==> config.mk <==
export PLATFORM = sky130hd
export DESIGN_NAME = oam_dma_controller_flat
export DESIGN_NICKNAME = d
export VERILOG_FILES = /design/src/rtl/oam_dma_controller_if.sv /design/src/rtl/oam_dma_controller.sv /design/src/flat_wrapper.sv
export SDC_FILE = /design/constraint.sdc
export NUM_CORES = 1
export LEC_CHECK = 0
export ABC_AREA = 1
export CELL_PAD_IN_SITES_DETAIL_PLACEMENT = 0
export CELL_PAD_IN_SITES_GLOBAL_PLACEMENT = 1
export CORE_ASPECT_RATIO = 0.8
export CORE_MARGIN = 1
export CORE_UTILIZATION = 39
export DETAILED_ROUTE_END_ITERATION = 12
export PLACE_DENSITY = 0.94
export SLEW_MARGIN = 20
export SYNTH_ARGS = -nofsm -noshare
export SYNTH_HDL_FRONTEND = slang
export SYNTH_SLANG_ARGS = --single-unit
==> constraint.sdc <==
create_clock -name CLK -period 4.4 [get_ports CLK]
set_input_delay 0.44 -clock CLK [delete_from_list [all_inputs] [get_ports CLK]]
set_output_delay 0.44 -clock CLK [all_outputs]
set_load 0.02 [all_outputs]
==> src/rtl/oam_dma_controller_if.sv <==
`default_nettype none
// ============================================================================
// Module      : oam_dma_controller_if
// Description : CPU-bus signals observed by the sprite OAM DMA engine and the
//               DMA-side bus signals it drives. The master modport is the DMA
//               engine; the slave modport is the CPU wrapper / bus side.
// Revision    : 1.0 - initial release
// ============================================================================
interface oam_dma_controller_if;
    // CPU side, observed by the DMA engine
    logic        CPU_CE;
    logic [15:0] CPU_ADDR;
    logic [7:0]  CPU_DATA_OUT;
    logic        CPU_RW_n;
    // Read data returned by the bus for DMA_ADDR
    logic [7:0]  DMA_DATA_IN;
    // DMA engine outputs
    logic        CPU_PAUSE;
    logic        BUS_GRANT;
    logic [15:0] DMA_ADDR;
    logic [7:0]  DMA_DATA_OUT;
    logic        DMA_RW_n;
    logic        DMA_DONE;

    modport master (
        input  CPU_CE, CPU_ADDR, CPU_DATA_OUT, CPU_RW_n, DMA_DATA_IN,
        output CPU_PAUSE, BUS_GRANT, DMA_ADDR, DMA_DATA_OUT, DMA_RW_n, DMA_DONE
    );

    modport slave (
        output CPU_CE, CPU_ADDR, CPU_DATA_OUT, CPU_RW_n, DMA_DATA_IN,
        input  CPU_PAUSE, BUS_GRANT, DMA_ADDR, DMA_DATA_OUT, DMA_RW_n, DMA_DONE
    );
endinterface
`default_nettype wire

==> src/rtl/oam_dma_controller.sv <==
`default_nettype none
// ============================================================================
// Module      : oam_dma_controller
// Description : Sprite OAM DMA engine. A CPU write to DMA_REG_ADDR pauses the
//               CPU, then copies 256 bytes from page {PAGE,00..FF} to the OAM
//               data port, alternating even-cycle READs and odd-cycle WRITEs.
// Revision    : 1.0 - initial release
// ============================================================================
module oam_dma_controller #(
    parameter logic [15:0] DMA_REG_ADDR  = 16'h4014,
    parameter logic [15:0] OAM_DATA_ADDR = 16'h2004
) (
    input  wire logic             CLK,
    input  wire logic             RESET,
    oam_dma_controller_if.master  bus
);

    typedef enum logic [2:0] {
        S_IDLE  = 3'd0,
        S_HALT  = 3'd1,
        S_ALIGN = 3'd2,
        S_READ  = 3'd3,
        S_WRITE = 3'd4
    } state_t;

    state_t      state_q, state_d;
    logic        par_q, par_d;
    logic [7:0]  page_q, page_d;
    logic [7:0]  idx_q, idx_d;
    logic [7:0]  byte_q, byte_d;

    logic        pause_q, pause_d;
    logic        grant_q, grant_d;
    logic [15:0] addr_q, addr_d;
    logic [7:0]  dout_q, dout_d;
    logic        rw_n_q, rw_n_d;
    logic        done_q, done_d;

    // Next-state logic: everything advances only on a CPU cycle enable.
    always_comb begin
        state_d = state_q;
        par_d   = par_q;
        page_d  = page_q;
        idx_d   = idx_q;
        byte_d  = byte_q;
        done_d  = 1'b0;
        if (bus.CPU_CE) begin
            par_d = ~par_q;
            case (state_q)
                S_IDLE: begin
                    if ((bus.CPU_ADDR == DMA_REG_ADDR) && !bus.CPU_RW_n) begin
                        page_d  = bus.CPU_DATA_OUT;
                        idx_d   = 8'h00;
                        state_d = S_HALT;
                    end
                end
                // Parity during the next cycle is ~par_q; READ must land on
                // an even cycle, so insert ALIGN when the next one is odd.
                S_HALT:  state_d = par_q ? S_READ : S_ALIGN;
                S_ALIGN: state_d = S_READ;
                S_READ: begin
                    byte_d  = bus.DMA_DATA_IN;
                    state_d = S_WRITE;
                end
                S_WRITE: begin
                    if (idx_q == 8'hFF) begin
                        state_d = S_IDLE;
                        done_d  = 1'b1;
                    end else begin
                        idx_d   = idx_q + 8'd1;
                        state_d = S_READ;
                    end
                end
                default: state_d = S_IDLE;
            endcase
        end
    end

    // Output decode from the upcoming state so the registered outputs track it.
    always_comb begin
        pause_d = (state_d != S_IDLE);
        grant_d = 1'b0;
        addr_d  = 16'h0000;
        dout_d  = 8'h00;
        rw_n_d  = 1'b1;
        case (state_d)
            S_READ: begin
                grant_d = 1'b1;
                addr_d  = {page_d, idx_d};
            end
            S_WRITE: begin
                grant_d = 1'b1;
                addr_d  = OAM_DATA_ADDR;
                rw_n_d  = 1'b0;
                dout_d  = byte_d;
            end
            default: ;
        endcase
    end

    // State, data registers and registered outputs; reset clears a transfer at once.
    always_ff @(posedge CLK or posedge RESET) begin
        if (RESET) begin
            state_q <= S_IDLE;
            par_q   <= 1'b0;
            page_q  <= 8'h00;
            idx_q   <= 8'h00;
            byte_q  <= 8'h00;
            pause_q <= 1'b0;
            grant_q <= 1'b0;
            addr_q  <= 16'h0000;
            dout_q  <= 8'h00;
            rw_n_q  <= 1'b1;
            done_q  <= 1'b0;
        end else begin
            state_q <= state_d;
            par_q   <= par_d;
            page_q  <= page_d;
            idx_q   <= idx_d;
            byte_q  <= byte_d;
            pause_q <= pause_d;
            grant_q <= grant_d;
            addr_q  <= addr_d;
            dout_q  <= dout_d;
            rw_n_q  <= rw_n_d;
            done_q  <= done_d;
        end
    end

    assign bus.CPU_PAUSE    = pause_q;
    assign bus.BUS_GRANT    = grant_q;
    assign bus.DMA_ADDR     = addr_q;
    assign bus.DMA_DATA_OUT = dout_q;
    assign bus.DMA_RW_n     = rw_n_q;
    assign bus.DMA_DONE     = done_q;

endmodule
`default_nettype wire

==> src/flat_wrapper.sv <==
// flat-port wrapper written by rule: the top's interface ports become plain ports
module oam_dma_controller_flat 
#(
    parameter logic [15:0] DMA_REG_ADDR  = 16'h4014,
    parameter logic [15:0] OAM_DATA_ADDR = 16'h2004
)
  (CLK, RESET, bus_CPU_CE, bus_CPU_ADDR, bus_CPU_DATA_OUT, bus_CPU_RW_n, bus_DMA_DATA_IN, bus_CPU_PAUSE, bus_BUS_GRANT, bus_DMA_ADDR, bus_DMA_DATA_OUT, bus_DMA_RW_n, bus_DMA_DONE);
  oam_dma_controller_if bus_i ();
  input  wire logic CLK;
  input  wire logic RESET;
  input wire logic [$bits(bus_i.CPU_CE)-1:0] bus_CPU_CE;
  input wire logic [$bits(bus_i.CPU_ADDR)-1:0] bus_CPU_ADDR;
  input wire logic [$bits(bus_i.CPU_DATA_OUT)-1:0] bus_CPU_DATA_OUT;
  input wire logic [$bits(bus_i.CPU_RW_n)-1:0] bus_CPU_RW_n;
  input wire logic [$bits(bus_i.DMA_DATA_IN)-1:0] bus_DMA_DATA_IN;
  output wire logic [$bits(bus_i.CPU_PAUSE)-1:0] bus_CPU_PAUSE;
  output wire logic [$bits(bus_i.BUS_GRANT)-1:0] bus_BUS_GRANT;
  output wire logic [$bits(bus_i.DMA_ADDR)-1:0] bus_DMA_ADDR;
  output wire logic [$bits(bus_i.DMA_DATA_OUT)-1:0] bus_DMA_DATA_OUT;
  output wire logic [$bits(bus_i.DMA_RW_n)-1:0] bus_DMA_RW_n;
  output wire logic [$bits(bus_i.DMA_DONE)-1:0] bus_DMA_DONE;
  assign bus_i.CPU_CE = bus_CPU_CE;
  assign bus_i.CPU_ADDR = bus_CPU_ADDR;
  assign bus_i.CPU_DATA_OUT = bus_CPU_DATA_OUT;
  assign bus_i.CPU_RW_n = bus_CPU_RW_n;
  assign bus_i.DMA_DATA_IN = bus_DMA_DATA_IN;
  assign bus_CPU_PAUSE = bus_i.CPU_PAUSE;
  assign bus_BUS_GRANT = bus_i.BUS_GRANT;
  assign bus_DMA_ADDR = bus_i.DMA_ADDR;
  assign bus_DMA_DATA_OUT = bus_i.DMA_DATA_OUT;
  assign bus_DMA_RW_n = bus_i.DMA_RW_n;
  assign bus_DMA_DONE = bus_i.DMA_DONE;
  oam_dma_controller #(.DMA_REG_ADDR(DMA_REG_ADDR), .OAM_DATA_ADDR(OAM_DATA_ADDR)) u_core (.CLK(CLK), .RESET(RESET), .bus(bus_i));
endmodule
==> results.py, run 1 <==
metrics = {
    "run_status": {
        "status": "completed",
    },
    "logic_synthesis": {
        "synth-seq-cells": 56,
        "syn_inst": 279,
        "synth_edf_count": 0,
        "synth.distinct_cells": 29,
        "netlist_top_cells_area": "dfrtp_1, inv_1, nand2_1, nor2_1, nor2_2",
        "synth_top_area_share_pct": 54.8,
        "ys_seq_area_share_pct": 55.9,
        "synth_fp_nets": 316,
        "synth_area_um2": 2510,
        "ys.flop_type": "dfrtp_1",
        "yosys-top-cells-count": "dfrtp_1, inv_1, nand2_1, nor2_1, o21ai_0",
        "async_flop_share_pct": 100,
        "yosys.area.top_type": "dfrtp_1",
        "synth.avg_cell_area_um2": 9.00,
        "ys.warnings.count": 0,
    },
    "timing": {
        "max_slew.worst_pin.slew_ns": 0.920,
        "fmax_mhz": 417,
        "rsz0062_at_grt": "no",
        "post-route-period-util_pct": 54.5,
        "max_slew_margin_pct": 38.6,
        "min_period_ns": 2.40,
        "tns_ns": 0,
        "setup_viol": 0,
        "clock_skew_ns": 0.00960,
        "slew_violations": 0,
        "hold_viol": 0,
    },
    "die": {
        "placementRows": 25,
        "start_util_pct": 41.4,
        "dieArea_um2": 6770,
        "die_w_um": 91.7,
        "die_y_um": 73.8,
        "pin_count": 64,
        "core_area_um2": 6070,
    },
    "placement": {
        "placement.io_buffers": 63,
        "place_hpwl_mm": 3.50,
        "dp_cells": 418,
        "gp_congestion": 0.802,
    },
    "detailed_routing": {
        "route.detailed.drc": 0,
        "wl_mm": 4.81,
        "wl_per_cell_um": 11.3,
        "vias_per_cell": 4.52,
        "drt_iter0_markers": 97,
        "ant_nets": 0,
        "dr.pass1.iters": 4,
        "vias": 1922,
    },
    "clocking": {
        "htree_levels": 2,
        "cts_sinks": 56,
        "hold_buffers": 0,
        "clock_latency_ns": 0.30,
        "numCtsBuffers": 5,
        "clk_pin_slew_ns": 0.10,
        "cts_resized": 0,
        "cts_tree": "built",
        "cts.path.max_buffers": 2,
        "cts_setup_buffers": 0,
        "cts_root_buffer": "clkbuf_8",
    },
    "global_routing": {
        "antenna_found_initial": 0,
        "grt_pass1_vias": 1841,
        "grt_start_max_net_pins": 57,
        "grt_pass1_wl_mm": 8.24,
        "grt_overflow": 0,
        "track_usage_pct": 15.5,
    },
    "finish": {
        "synthToLayoutAreaGrowth_pct": 30.3,
        "antenna_cells": 0,
        "final_nets": 381,
        "drive_gt1_share_pct": 12.2,
        "final_cells": 425,
    },
    "worst_setup_path": {
        "cp.arrival_ns": 2.63,
        "crit_path_start_kind": "input pin",
        "crit_chain": "clkdlybuf4s50_1 > nand4_2 > o21ai_1 > nand4_2 > nor2_1",
        "path_max_fanout": 17,
        "critPathTopFamily": "simple AND/OR/NAND/NOR gates",
        "path_class": "in -> reg",
        "critical-path-slowest-cell": "clkdlybuf4s50_1",
        "cp_common_cell": "nand4_2",
        "crit_required_ns": 4.63,
        "critPathBufInv": 1,
        "critPathMaxStageDelay_ns": 0.76,
        "critPathCaptureType": "flip-flop",
    },
    "hold_path": {
        "worstHoldPathType": "reg -> reg",
    },
    "pwr": {
        "total_power_mw": 1.47,
        "vdd_drop_max_mv": 0.246,
        "p_per_area_nw_per_um2": 449,
        "leakagePower_nw": 1.62,
    },
    "flow_run": {
        "max-cap-violations": 0,
    },
}
path summary, 6_finish.rpt:
path	from	endpoint	slack, ns	cells past startpoint
hold reg to reg	u_core.par_q	u_core.par_q	0.50	1
max in group asynchronous	RESET	u_core.bus.DMA_DATA_OUT[2]	3.24	2
setup / recovery	bus_CPU_CE	u_core.bus.DMA_DATA_OUT[7]	2.00	5
hold / removal	u_core.par_q	u_core.par_q	0.50	1
min in group asynchronous	RESET	u_core.byte_q[2]	0.63	2
setup reg to reg	u_core.state_q[2]	u_core.bus.DMA_DATA_OUT[7]	2.37	5
metrics by stage:
stage | hold WS, ns | util (%) | cell area (µm²) | setup slack, ns
floorplan | 0.439 | - | 2510 | 2.59
global placement | 0.458 | 52.6 | 3190 | 1.81
detailed placement | 0.477 | 52.6 | 3190 | 1.65
CTS | 0.494 | 53.9 | 3270 | 1.98
global route | 0.526 | 53.9 | 3270 | 1.74
finish | 0.497 | 53.9 | 3270 | 2.00
worst register-to-register path, cell delays in order, from the launching register on:
cell and delay, ns:
dfrtp_1 0.46, inv_2 0.15, nand4_2 0.32, o21ai_1 0.38
nand4_2 0.42, nor2_1 0.22
where the power goes:
| group | internal (mW) | switching, mW | total [mW] |
|---|---|---|---|
| clock | 0.108 | 0.155 | 0.263 |
| combinational | 0.202 | 0.320 | 0.521 |
| sequential | 0.619 | 0.0670 | 0.686 |
cell usage in the layout (no fill, tap or decap):
master and count:
nor2_4 2, nand4_2 2, o211ai_1 3, ha_1 1, nor2_2 17, nor2_1 29
and2_0 1, nand4_1 4, o21ai_1 3, inv_2 2, clkdlybuf4s50_1 63, a22oi_1 1
nand3_2 1, inv_1 54, a21oi_4 1, clkbuf_8 5, nor3_1 2, dfstp_2 1
clkinv_2 2, xor2_1 2, nand2_4 5, clkinvlp_4 1, nand2_2 2, nand3_1 14
o31ai_1 1, dfrtp_1 55, nand2_1 50, o21ai_0 19, or2_2 1
sequential cells by signal, summed over array words and instances (netlist names):
signal                   cells
u_core.bus.BUS_GRANT         1
u_core.bus.CPU_PAUSE         1
u_core.bus.DMA_ADDR         16
u_core.bus.DMA_DATA_OUT      8
u_core.bus.DMA_DONE          1
u_core.bus.DMA_RW_n          1
u_core.byte_q                8
u_core.idx_q                 8
u_core.page_q                8
u_core.par_q                 1
u_core.state_q               3
cells by family after synthesis:
kind of cell / after synthesis / share of synthesized area [%]
DFF: 56 / 55.9
adders and majority gates: 1 / 0.498
and+or+nand+nor: 130 / 25.8
buffers and inverters: 62 / 10.7
AOI/OAI and AO/OA: 28 / 6.53
xor gates and xnor gates: 2 / 0.698
metal layers:
layer	wire length, µm	vias up	GRT usage [%]	part of all wire [%]
li1	-	973	-	-
met5	0	-	0	0
met1	2330	896	20.9	48
met2	2190	49	25.2	46
met4	44	0	4.51	0.91
met3	245	4	3.52	5.1
layout make-up:
class / count / area, µm²
tap: 81 / 101
timing repair buffer: 63 / 631
fill: 544 / 2800
clock inverter: 2 / 12.5
inverter: 57 / 215
clock buffer: 5 / 68.8
sequential: 56 / 1400
multi-input combinational: 161 / 841
Note: power is estimated with default switching activity, not from simulation.
==> run 2, diff against run 1 <==
- CORE_UTILIZATION: 39 -> 36
- PLACE_DENSITY: 0.94 -> 0.88
- clock period: 4.4 -> 2.23 ns (I/O delays scaled with it)
==> run 2 against run 1 <==
Effect of this change: worst setup slack lost 1.7 ns; global-route usage shrank 1.1 points; sequential cell count is the same; die area grew 8.1%; clock-buffer cell count grew 2; critical path type is now reg -> reg; largest cell class unchanged.
==> results.py, run 2 (synthesis results as in run 1) <==
metrics = {
    "finish": {
        "nFillCells": 617,
        "layout_common_cells": "clkdlybuf4s50_1, dfrtp_1, inv_1, nand2_1, nor2_1",
        "final_nets": 385,
        "synthToLayoutAreaGrowth_pct": 32.2,
        "drive_gt1_share_pct": 12.9,
        "largest_reg_flops": 16,
        "antenna_cells": 0,
        "layout_commonest_cell": "clkdlybuf4s50_1",
    },
    "clocking": {
        "cts_setup_buffers": 0,
        "cts.path.max_buffers": 2,
        "cts_resized": 0,
        "cts_sinks": 56,
        "clock_latency_ns": 0.30,
        "clk_pin_slew_ns": 0.10,
        "numCtsBuffers": 5,
        "cts_tree": "built",
        "hold_buffers": 0,
        "htree_levels": 2,
        "cts_root_buffer": "clkbuf_8",
    },
    "detailed_routing": {
        "route.detailed.drc": 0,
        "dr.pass1.iters": 6,
        "vias_per_cell": 4.32,
        "vias": 1871,
        "ant_nets": 0,
        "wl_mm": 4.69,
        "drt_iter0_markers": 125,
        "wl_per_cell_um": 10.8,
    },
    "die": {
        "core_area_um2": 6570,
        "pin_count": 64,
        "start_util_pct": 38.2,
        "die_y_um": 76.7,
        "placementRows": 26,
        "dieArea_um2": 7320,
        "die_w_um": 95.4,
    },
    "worst_setup_path": {
        "cp.arrival_ns": 2.15,
        "path_class": "reg -> reg",
        "crit_required_ns": 2.45,
        "r2r_cells": 11,
        "worstReg2RegEnd": "u_core.bus.DMA_DATA_OUT[6]",
        "path_max_fanout": 12,
        "timing.rr.start": "u_core.idx_q[0]",
        "critPathCaptureType": "flip-flop",
        "crit_path_start_kind": "flip-flop",
        "r2r_slack_ns": 0.30,
    },
    "timing": {
        "rsz0062_at_grt": "no",
        "slew_violations": 0,
        "fmax_mhz": 519,
        "post-route-period-util_pct": 86.3,
        "max_slew.worst_pin.slew_ns": 0.428,
        "min_period_ns": 1.93,
        "max_slew_margin_pct": 71.4,
        "clock_skew_ns": 0.0109,
        "tns_ns": 0,
        "setup_viol": 0,
        "hold_viol": 0,
    },
    "hold_path": {
        "worstHoldPathType": "in -> async",
    },
    "global_routing": {
        "grt_overflow": 0,
        "track_usage_pct": 14.3,
        "grt_pass1_vias": 1773,
        "antenna_found_initial": 0,
        "grt_start_max_net_pins": 40,
        "grt_pass1_wl_mm": 8.19,
    },
    "pwr": {
        "p_clk_share_pct": 18.1,
        "seq_power_share_pct": 46.3,
        "combPwrFrac_pct": 35.7,
        "p_switching_mw": 1.07,
        "vdd_drop_max_mv": 0.529,
        "swShare_pct": 36.5,
        "p_per_area_nw_per_um2": 879,
        "total_power_mw": 2.92,
        "intPower_mw": 1.85,
        "leakagePower_nw": 1.65,
    },
    "flow_run": {
        "max-cap-violations": 0,
    },
    "placement": {
        "placement.io_buffers": 63,
        "place_hpwl_mm": 3.50,
        "gp_congestion": 0.830,
    },
    "run_status": {
        "status": "completed",
    },
}
## run 2: cell count changes in the layout (fill, tap and decap cells not counted)
cell / before / now
clkinv_2: 2 / 0
inv_2: 2 / 3
buf_12: 0 / 1
buf_4: 0 / 3
clkbuf_1: 0 / 2
clkinvlp_4: 1 / 0
clkinv_4: 0 / 1
## run 2: final cells by class
cell class	count	area, µm²	share of cell area, %
sequential	56	1400	42.2
clock inverter	1	8.76	0.264
clock buffer	7	76.3	2.30
tap	84	105	3.17
inverter	57	214	6.44
multi-input combinational	161	841	25.3
timing repair buffer	67	673	20.3
## run 2: worst max-delay path by stage
stage	to	cells past startpoint	from
2_1_floorplan	u_core.bus.BUS_GRANT	11	u_core.idx_q[0]
3_3_place_gp	u_core.bus.DMA_ADDR[13]	8	bus_CPU_CE
3_5_place_dp	u_core.bus.DMA_ADDR[2]	9	bus_CPU_ADDR[9]
4_1_cts	u_core.bus.DMA_DATA_OUT[0]	9	u_core.idx_q[0]
5_1_grt	u_core.bus.DMA_DATA_OUT[6]	11	u_core.idx_q[0]
6_report	u_core.bus.DMA_DATA_OUT[6]	11	u_core.idx_q[0]
## run 2: layer usage
metal | vias to the layer above | wire length [µm] | global-route usage [%]
li1 | 989 | - | -
met1 | 836 | 2240 | 19.3
met2 | 41 | 2130 | 22.4
met3 | 5 | 290 | 4.27
met4 | 0 | 27 | 4.03
met5 | - | 0 | 0
## run 2: critical path: stages (launching register included)
cell     delay [ns]
dfrtp_1        0.38
ha_1           0.20
nand3_2        0.13
nor2_4         0.16
nand2_4        0.08
nand2_4        0.09
nand2_1        0.05
inv_1          0.05
nand2_1        0.05
nand2_2        0.10
nand4_2        0.34
nor2_2         0.20
## run 2: metrics by stage
stage / hold slack, ns / utilization [%] / area (µm²) / instances / setup WS [ns]
global placement: 0.466 / 49.2 / 3240 / 425 / 0.294
detailed placement: 0.470 / 49.2 / 3240 / 425 / 0.260
finish: 0.214 / 50.5 / 3320 / 433 / 0.305
global route: 0.244 / 50.5 / 3320 / 433 / 0.0757
CTS: 0.221 / 50.5 / 3320 / 433 / 0.283
floorplan: 0.371 / - / 2510 / 279 / 0.606
## run 2: power groups by stage
stage | Clock (mW) | Combinational, mW | Sequential (mW)
CTS | 0.549 | 1.06 | 1.35
finish | 0.527 | 1.04 | 1.35
global placement | 0 | 1.04 | 1.37
detailed placement | 0 | 1.05 | 1.37
floorplan | 0 | 0.663 | 1.43
global route | 0.593 | 1.17 | 1.37
